[config.mk]
export PLATFORM = sky130hd
export DESIGN_NAME = instr_issue_decoder
export DESIGN_NICKNAME = d
export VERILOG_FILES = /design/src/rtl/instr_issue_decoder.sv
export SDC_FILE = /design/constraint.sdc
export NUM_CORES = 1
export LEC_CHECK = 0
export CORE_MARGIN = 3
export CORE_UTILIZATION = 44
export CTS_CLUSTER_DIAMETER = 60
export DETAILED_ROUTE_END_ITERATION = 10
export MAX_ROUTING_LAYER = met4
export PLACE_DENSITY_LB_ADDON = 0.25
export SLEW_MARGIN = 20
export SYNTH_ARGS = -nofsm -noshare
export SYNTH_HDL_FRONTEND = slang
export SYNTH_SLANG_ARGS = --single-unit
[constraint.sdc]
create_clock -name clk -period 1.73 [get_ports clk]
set_input_delay 0.2595 -clock clk [delete_from_list [all_inputs] [get_ports clk]]
set_output_delay 0.2595 -clock clk [all_outputs]
set_load 0.02 [all_outputs]
[src/rtl/instr_issue_decoder.sv]
// Instruction issue decoder: decodes, condition-checks and issues one instruction at a time
// to the ALU, holding conditional ones until in-flight flag writes land. Macro: ISSUE_PERF_CNT_EN.
module instr_issue_decoder (
    input  logic        clk,
    input  logic        rst_n,
    input  logic        in_valid,
    output logic        in_ready,
    input  logic [31:0] instr,
    input  logic [3:0]  flags,
    input  logic        flags_upd,
    output logic        out_valid,
    input  logic        out_ready,
    output logic [3:0]  opcode,
    output logic [2:0]  sr_cont,
    output logic [4:0]  sr_bit,
    output logic        s_bit,
    output logic [15:0] immediate,
    output logic [3:0]  rd,
    output logic [3:0]  rn,
    output logic [3:0]  rm,
    output logic        squash_o,
    output logic        illegal_o
`ifdef ISSUE_PERF_CNT_EN
    ,
    output logic [15:0] issue_cnt,
    output logic [15:0] squash_cnt
`endif
);

    // state   | meaning
    // S_EMPTY | nothing held, ready for a new instruction
    // S_WAIT  | conditional instruction held until pending flag writes drain
    // S_FULL  | instruction presented to the ALU (out_valid=1)
    typedef enum logic [1:0] {S_EMPTY, S_WAIT, S_FULL} state_t;

    state_t      state_q, state_d;
    logic [31:0] word_q, word_d;
    logic [1:0]  pending_q, pending_d;
    logic        squash_q, squash_d;
    logic        illegal_q, illegal_d;
    logic        accept, issue, issue_fw, is_writer;
    logic [3:0]  cond_q, cond_in;

    function automatic logic cond_pass(input logic [3:0] c, input logic [3:0] f);
        logic n, z, cf, v;
        {n, z, cf, v} = f;
        case (c)
            4'h0:    return 1'b1;
            4'h1:    return z;
            4'h2:    return ~z;
            4'h3:    return cf;
            4'h4:    return ~cf;
            4'h5:    return n;
            4'h6:    return ~n;
            4'h7:    return v;
            4'h8:    return ~v;
            4'h9:    return ~z & (n == v);
            4'hA:    return n == v;
            4'hB:    return n != v;
            4'hC:    return z | (n != v);
            default: return 1'b0;
        endcase
    endfunction

    function automatic logic op_legal(input logic [3:0] op);
        return (op <= 4'h8) || (op == 4'hD) || (op == 4'hE);
    endfunction

    assign cond_q    = word_q[31:28];
    assign cond_in   = instr[31:28];
    assign opcode    = word_q[27:24];
    assign s_bit     = word_q[23];
    assign sr_cont   = word_q[22:20];
    assign rd        = word_q[19:16];
    assign rn        = word_q[15:12];
    assign rm        = word_q[11:8];
    assign sr_bit    = word_q[7:3];
    assign immediate = word_q[15:0];
    assign squash_o  = squash_q;
    assign illegal_o = illegal_q;

    assign out_valid = (state_q == S_FULL);
    assign in_ready  = rst_n & ((state_q == S_EMPTY) | ((state_q == S_FULL) & out_ready))
                       & (pending_q != 2'd3);
    assign accept    = in_valid & in_ready;
    assign issue     = out_valid & out_ready;
    assign is_writer = word_q[23] | (word_q[27:24] == 4'h8);
    assign issue_fw  = issue & is_writer;

    always_comb begin
        state_d   = state_q;
        word_d    = word_q;
        pending_d = pending_q;
        squash_d  = 1'b0;
        illegal_d = 1'b0;

        // Saturate rather than wrap if the ALU is allowed to run far ahead of flag writes.
        if (issue_fw && !flags_upd) begin
            if (pending_q != 2'd3) pending_d = pending_q + 2'd1;
        end else if (flags_upd && !issue_fw && pending_q != 2'd0) begin
            pending_d = pending_q - 2'd1;
        end

        case (state_q)
            S_FULL: if (issue) state_d = S_EMPTY;
            S_WAIT: begin
                if (pending_q == 2'd0) begin
                    if (cond_pass(cond_q, flags)) begin
                        state_d = S_FULL;
                    end else begin
                        squash_d = 1'b1;
                        state_d  = S_EMPTY;
                    end
                end
            end
            default: ;
        endcase

        // A flag writer leaving this cycle makes the current flags stale too.
        if (accept) begin
            word_d = instr;
            if (!op_legal(instr[27:24]) || cond_in > 4'hC) begin
                illegal_d = 1'b1;
                state_d   = S_EMPTY;
            end else if (cond_in != 4'h0 && (pending_q != 2'd0 || issue_fw)) begin
                state_d = S_WAIT;
            end else if (cond_pass(cond_in, flags)) begin
                state_d = S_FULL;
            end else begin
                squash_d = 1'b1;
                state_d  = S_EMPTY;
            end
        end
    end

    always_ff @(posedge clk or negedge rst_n) begin
        if (!rst_n) begin
            state_q   <= S_EMPTY;
            word_q    <= '0;
            pending_q <= '0;
            squash_q  <= 1'b0;
            illegal_q <= 1'b0;
        end else begin
            state_q   <= state_d;
            word_q    <= word_d;
            pending_q <= pending_d;
            squash_q  <= squash_d;
            illegal_q <= illegal_d;
        end
    end

`ifdef ISSUE_PERF_CNT_EN
    logic [15:0] issue_cnt_q, squash_cnt_q;

    always_ff @(posedge clk or negedge rst_n) begin
        if (!rst_n) begin
            issue_cnt_q  <= '0;
            squash_cnt_q <= '0;
        end else begin
            if (issue)    issue_cnt_q  <= issue_cnt_q + 16'd1;
            if (squash_d) squash_cnt_q <= squash_cnt_q + 16'd1;
        end
    end

    assign issue_cnt  = issue_cnt_q;
    assign squash_cnt = squash_cnt_q;
`endif

endmodule

# Yosys cells after proc, flatten, opt, wreduce, memory -nomap -nowiden
# Index checks and enable logic that the tools add are counted.
[word_totals] regBits=38 input_bits=41 out_inout_bits=45 word_cells=105
[classes] n_addsub=2 order_cmp=2 eq_ne=35 muxes=27 n_bitwise=13 n_reduce_logical=21
[ops] operator="$eq 4x4->1 const B" n=13
[ops] operator="$eq 4x3->1 const B" n=8
[ops] operator="$pmux 1 s13" n=2
[ops] operator="$mux 2" n=10
[ops] operator="$eq 4x2->1 const B" n=4
[ops] operator="$mux 1" n=14
[ops] operator="$eq 4x1->1 const B" n=2
[ops] operator="$logic_not 4->1" n=2
[ops] operator="$and 1x1->1" n=6
[ops] operator="$gt 4x4->1 const B" n=1
[ops] operator="$le 4x4->1 const B" n=1
[ops] operator="$logic_and 1x1->1" n=4
[ops] operator="$logic_not 2->1" n=2
[ops] operator="$logic_or 1x1->1" n=4
[ops] operator="$not 1->1" n=4
[ops] operator="$pmux 2 s2" n=1
[ops] operator="$reduce_bool 2->1" n=2
[ops] operator="$reduce_bool 4->1" n=1
[ops] operator="$logic_not 1->1" n=3
[ops] operator="$ne 3x1->1 const B" n=1
[ops] operator="$ne 3x3->1 const B" n=1
[ops] operator="$or 1x1->1" n=3
[ops] operator="$reduce_and 3->1" n=1
[ops] operator="$reduce_bool 3->1" n=1
[ops] operator="9 further kinds" n=9

# Longest topological paths before layout
# Gate-level depths: netlist (run 1).
[depth] ltp_word=12 ltp_mapped=6 mapped_depth_nobuf=5

# Worst setup path after synthesis (run 1)
# OpenSTA, ideal clock, no wires.
[synth_timing] kind="register to register" startpoint="register state_q[0]" endpoint="register word_q[23]" setup_time_ns=0.128 t_arrival_ns=1.694 required_ns=1.602 setup_slack_ns=-0.091 stages_incl_launch_ff=6 path_buffers=1 period_less_slack_ns=1.821 cell_sequence="dfrtp_1 > nand2b_1 > a221oi_2 > nand2_2 > buf_2 > mux2_1"
[synth_via] elab_chain_cells=6 elab_cells_between_ends=7 classes_between="eq/ne: 1; bitwise: 5; reduce/logical: 1"
[synth_rtl] item="from (decl)" line="36" source="state_t state_q, state_d;"
[synth_rtl] item="from (signal assigned)" line="144" source="state_q <= state_d;"
[synth_rtl] item="$eq 2x2->1" line="83" source="assign in_ready = rst_n & ((state_q == S_EMPTY) | ((state_q == S_FULL) & out_ready))"
[synth_rtl] item="$and 1x1->1" line="83"
[synth_rtl] item="$or 1x1->1 *" line="83"
[synth_rtl] item="$and 1x1->1 *" line="83"
[synth_rtl] item="$and 1x1->1 *" line="84" source="& (pending_q != 2'd3);"
[synth_rtl] item="net in_ready" line="7" source="output logic in_ready,"
[synth_rtl] item="$and 1x1->1 *" line="85" source="assign accept = in_valid & in_ready;"
[synth_rtl] item="to (signal assigned)" line="145" source="word_q <= word_d;"
[synth_rtl] item="to (decl)" line="37" source="logic [31:0] word_q, word_d;"
# Mark *: on every way through the listed nets, which the timed path passes. The rest lies on a longest branch.
# A chain may end at the register's enable or synchronous reset.

# Final worst setup path (run 1)
[layout_timing] startpoint="register word_q[25]" endpoint="register state_q[1]"
[layout_via] elab_chain_cells=8
[layout_rtl] item="$eq 4x4->1" line="87" source="assign is_writer = word_q[23] | (word_q[27:24] == 4'h8);"
[layout_rtl] item="$or 1x1->1" line="87"
[layout_rtl] item="$and 1x1->1" line="88" source="assign issue_fw = issue & is_writer;"
[layout_rtl] item="$logic_or 1x1->1" line="125" source="end else if (cond_in != 4'h0 && (pending_q != 2'd0 || issue_fw)) begin"
[layout_rtl] item="$logic_and 1x1->1" line="125"
[layout_rtl] item="$mux 2" line="125"
[layout_rtl] item="$mux 2" line="122" source="if (!op_legal(instr[27:24]) || cond_in > 4'hC) begin"
[layout_rtl] item="$mux 2" line="120" source="if (accept) begin"
# Every way passes these cells.

==> results_dict.tcl, run 1 <==
set metrics [dict create \
    cts_hold_buf 0 \
    min_period_ns 1.62 \
    antenna_found_initial 0 \
    ys.flop_type "dfrtp_1" \
    drt.antenna.violating_nets 0 \
    rr_endpoint "state_q[1]" \
    die_h_um 76.4 \
    clock_sinks 38 \
    yosysTopAreaCellShare 0.437 \
    final_layout_size_suffix_gt1_frac 0.151 \
    die_area_um2 5830 \
    cts_buffer_depth 2 \
    synth.top_cells.by_area "dfrtp_1 (44%), mux2_1 (16%), buf_4 (14%)" \
    syn-cell-area_um2 2180 \
    core_area_um2 4560 \
    dr.pass1.iters 4 \
    ios 86 \
    max_freq_mhz 617 \
    stdcell_count 323 \
    synth_edf_count 0 \
    hpwlAfterDp_um 3440 \
    regToRegSetupSlack_ns 0.11 \
    clock-root-buffer "clkbuf_8" \
    rsz0062_at_grt "false" \
    placed_cell_area_um2 2940 \
    detail_route.wl_per_cell_um 13.7 \
    fillers 369 \
    initial_utilization 0.477 \
    finalCritPeriodShare 0.937 \
    worstSetupEndpointType "flip-flop" \
    arrival_ns 1.78 \
    dp.cells 317 \
    synthCells 194 \
    gr-total-overflow 0 \
    r2r_start "word_q[25]" \
    clock_skew_ns 0.00285 \
    crit_start "word_q[25]" \
    ys_ff_latch 38 \
    hold_path_class "input pin to async pin" \
    synth_commonest_cells "buf_4 (40), dfrtp_1 (38), mux2_1 (31), nand2_1 (10), nor2_1 (8)" \
    drt-vias-per-instance 4.92 \
    die_w_um 76.4 \
    vias 1588 \
    clk-insertion-delay-late_ns 0.28 \
    grt_pass1_vias 1638 \
    grt_max_degree 39 \
    power.leakage_nw 1.27 \
    reg2regPathDepth 5 \
    synth_fp_nets 235 \
    area_growth_pct 38.8 \
    cap_violations 0 \
    cp.required_ns 1.89 \
    drv_slew 0 \
    synth_top_area_cell "dfrtp_1" \
    relSlewSlack 0.673 \
    power_w 0.00448 \
    yosysSeqAreaShare 0.437 \
    finalHoldViolations 0 \
    status "finished clean" \
    finalSetupViolations 0 \
    htreeDepth 2 \
    gp_congestion 0.806 \
    clk_pin_slew_ns 0.07 \
    fin_util 0.663 \
    grt_usage 0.162 \
    drtIter0Drc 54 \
    synthArstFlopShare 1.00 \
    port-buffer-count 85 \
    power.density_nw_per_um2 1480 \
    cts_buffers 5 \
    vdd_ir_drop_max_uv 884 \
    setup_tns_ns 0 \
    synth_warnings 0 \
    post-route-drc-count 0 \
    cp-start-kind "flip-flop" \
    stdcell_area_um2 3020 \
    critPathMaxFanout 3 \
    grt_pass1_wl_um 7600 \
    rows 24 \
    insertedDiodeCount 0 \
    cts_tree "built" \
    synthDistinctLibCells 44 \
    worstMarginPinSlew_ns 0.485 \
    critPathCapture "state_q[1]" \
    yosysMostFrequentCell "buf_4" \
    worstSetupPathType "flip-flop to flip-flop" \
    avgSynthCellArea_um2 11.2 \
    finalNetCount 300 \
    drt_wl_total_um 4430 \
]
repair_timing:
item,4_1_cts,5_1_grt
resized for setup,5,5
endpoints found under the setup margin,3,3
setup buffers,0,0
gates cloned,0,0
registers in the layout (all words and copies together) (netlist names):
register   cells
state_q        2
squash_o       1
illegal_o      1
word_q        32
pending_q      2
report_power, final:
part	internal (W)	switching [W]
Combinational	0.00125	0.00109
Clock	0.000307	0.000274
Sequential	0.00125	0.000305
layout by cell type, fill, tap and decap left out, types with 2 or more instances in the layout:
cell             synthesis  final
nand4_1                  2      2
clkbuf_8                 0      6
mux2_2                   2      2
nor4b_1                  2      2
o21ai_1                  5      6
nor2_1                   8      8
clkdlybuf4s50_1          0     80
dlygate4sd2_1            0      3
nand3b_1                 3      3
mux2i_1                  3      3
inv_1                    4      4
o211ai_1                 2      2
buf_4                   40     18
nand2b_1                 2      2
nand2_1                 10     10
nor2b_1                  7      7
dfrtp_1                 38     36
mux2_1                  31     31
dfrtp_2                  0      2
or4b_1                   2      2
layout make-up:
cell class                 count  area (um2)  area share
tap                           65        81.3      0.0269
multi-input combinational    106         900       0.297
inverter                       4        15.0     0.00496
clock buffer                   6        82.6      0.0273
timing repair buffer         104         992       0.328
sequential                    38         953       0.315
routing by layer:
layer  global-route usage  vias up  share of wire
met4               0.0308        0         0.0016
met1                0.219      760           0.49
li1                     -      766              -
met3               0.0449        2          0.062
met5                    -        -              0
met2                0.246       60           0.45
cell families after synthesis:
group / after synthesis / share of synthesized area
compound gates: 20 / 0.0752
xor+xnor: 3 / 0.0190
flops: 38 / 0.437
simple gates: 47 / 0.127
mux: 36 / 0.184
buf+inv: 50 / 0.158
how the worst min path moves through the flow:
stage	startpoint	endpoint	slack, ns
after floorplan	rst_n	illegal_o	-0.04
after global placement	rst_n	state_q[0]	0.36
after detailed placement	rst_n	state_q[0]	0.36
after CTS	rst_n	word_q[16]	0.05
after global routing	rst_n	word_q[16]	0.08
final	rst_n	word_q[12]	0.04
worst max-delay path, cell delays in order, from the launching register on:
cell	delay, ns
dfrtp_1	0.40
nor4b_1	0.33
o211a_1	0.21
o31a_1	0.19
nor3_2	0.06
a221o_1	0.31
through the flow:
| stage | worst slack [ns] | hold WS (ns) |
|---|---|---|
| floorplan | 0.0117 | -0.0361 |
| global route | 0.0258 | 0.0778 |
| detailed placement | -0.321 | 0.356 |
| CTS | 0.0116 | 0.0510 |
| global placement | -0.243 | 0.359 |
| finish | 0.110 | 0.0440 |
Power figures use the tool's default switching activity.
==> inputs of run 2 (changes only) <==
Clock period 1.73 ns to 1.7 ns, I/O delays scaled along.
==> run 2 against run 1 <==
Clock power increased by 31%. Global-route usage decreased by 0.22 points. Clock skew about the same. Utilization increased by 0.71 points. Critical endpoint is now opcode[1]. Highest routed layer unchanged.
==> results_dict.tcl, run 2 (synthesis gave the netlist of run 1 again) <==
set metrics [dict create \
    status "finished clean" \
    cts_buffers 5 \
    cts_buffer_depth 2 \
    postCtsSetupRepairBufs 0 \
    post-route-drc-count 0 \
    relSlewSlack 0.663 \
    cap_violations 0 \
    antenna_found_initial 0 \
    drt.antenna.violating_nets 0 \
    grt_max_degree 39 \
    met1_usage 0.204 \
    clk_pin_slew_ns 0.07 \
    top_regs "word_q (32), pending_q (2), state_q (2)" \
    power_switching_w 0.00172 \
    grt_pass1_vias 1614 \
    use_met3 0.0402 \
    critPathMaxFanout 2 \
    sw_frac_of_total 0.363 \
    critPathSlowestCell "clkdlybuf4s50_1" \
    gr-total-overflow 0 \
    clock_sinks 38 \
    worstSetupPathType "flip-flop to primary output" \
    ios 86 \
    p_comb_frac 0.506 \
    clk-insertion-delay-late_ns 0.29 \
    hold_path_class "input pin to async pin" \
    cp-start-kind "flip-flop" \
    met2_usage 0.245 \
    drtIter0Drc 39 \
    max_stage_delay_ns 0.60 \
    clock-root-buffer "clkbuf_8" \
    htreeDepth 2 \
    path_cells "buf_4 -> clkdlybuf4s50_1" \
    cts_tree "built" \
    clock_skew_ns 0.00281 \
    busiest_layer "met2" \
    detail_route.wl_per_cell_um 13.7 \
    mostFrequentLayoutCells "clkdlybuf4s50_1 (80), dfrtp_1 (37), mux2_1 (31), buf_4 (17), nand2_1 (10)" \
    power.internal_w 0.00303 \
    power.leakage_nw 1.29 \
    power_w 0.00475 \
    die_h_um 76.4 \
    dr.pass1.iters 4 \
    core_area_um2 4560 \
    mostFrequentLayoutCell "clkdlybuf4s50_1" \
    regMostFlops "word_q" \
    drt-vias-per-instance 4.91 \
    port-buffer-count 85 \
    largest_reg_flops 32 \
    finalHoldViolations 0 \
    gp_congestion 0.833 \
    stdcell_count 324 \
    die_w_um 76.4 \
    worstMarginPinSlew_ns 0.501 \
    finalNetCount 300 \
    drv_slew 0 \
    grt_usage 0.160 \
    die_area_um2 5830 \
    dp.cells 317 \
    finalCritPeriodShare 0.951 \
    final_layout_size_suffix_gt1_frac 0.154 \
    insertedDiodeCount 0 \
    seq_power_share 0.333 \
    rsz0062_at_grt "false" \
    cts_hold_buf 0 \
    power.density_nw_per_um2 1560 \
    initial_utilization 0.477 \
    ctsResizeCount 5 \
    area_growth_pct 40.3 \
    grt_pass1_wl_um 7330 \
    vias 1591 \
    finalSetupViolations 0 \
    holdWs_ns 0.0574 \
    vdd_ir_drop_max_uv 885 \
    rows 24 \
    power_frac_clock 0.160 \
    max_freq_mhz 619 \
    hpwlAfterDp_um 3540 \
    setup_tns_ns 0 \
    cp.required_ns 1.44 \
    min_period_ns 1.62 \
    worstSetupEndpointType "primary output" \
    drt_wl_total_um 4420 \
    arrival_ns 1.36 \
]
run 2: final cells by class:
| class | instances | area, um2 |
|---|---|---|
| fill | 375 | 1510 |
| inverter | 4 | 15.0 |
| sequential | 38 | 952 |
| clock inverter | 1 | 30.0 |
| clock buffer | 6 | 82.6 |
| tap | 65 | 81.3 |
| multi-input combinational | 106 | 908 |
| timing repair buffer | 104 | 987 |
run 2: path summary, 6_finish.rpt:
kind	startpoint	to	slack, ns	depth (start not counted)
setup / recovery	word_q[25]	opcode[1]	0.08	2
hold / removal	rst_n	word_q[12]	0.06	2
setup reg to reg	word_q[28]	state_q[1]	0.11	5
hold reg to reg	word_q[17]	word_q[17]	0.49	1
max in group asynchronous	rst_n	word_q[28]	1.30	2
min in group clk	word_q[17]	word_q[17]	0.49	1
run 2: through the flow:
stage	setup slack [ns]	cell area [um2]	utilization
floorplan	-0.0162	2200	-
detailed placement	-0.373	2930	0.642
global placement	-0.289	2930	0.642
finish	0.0833	3060	0.670
global route	0.00638	3060	0.670
CTS	0.0155	3040	0.666
run 2: power by group through the flow:
stage | clock, W | sequential (W) | combinational (W)
2_1_floorplan | 0 | 0.00150 | 0.00184
3_3_place_gp | 0 | 0.00157 | 0.00240
3_5_place_dp | 0 | 0.00160 | 0.00243
4_1_cts | 0.000788 | 0.00158 | 0.00242
5_1_grt | 0.000818 | 0.00165 | 0.00255
6_report | 0.000762 | 0.00159 | 0.00241
run 2: critical path, delay by kind of cell, from the launching register on:
family                 cells  cell delay [ns]
DFF                        1             0.37
buffers and inverters      2             0.72
run 2: routing by layer:
metal / wire length, um / vias up
li1: - / 765
met1: 2020 / 759
met2: 2060 / 59
met3: 265 / 8
met4: 78 / 0
met5: 0 / -
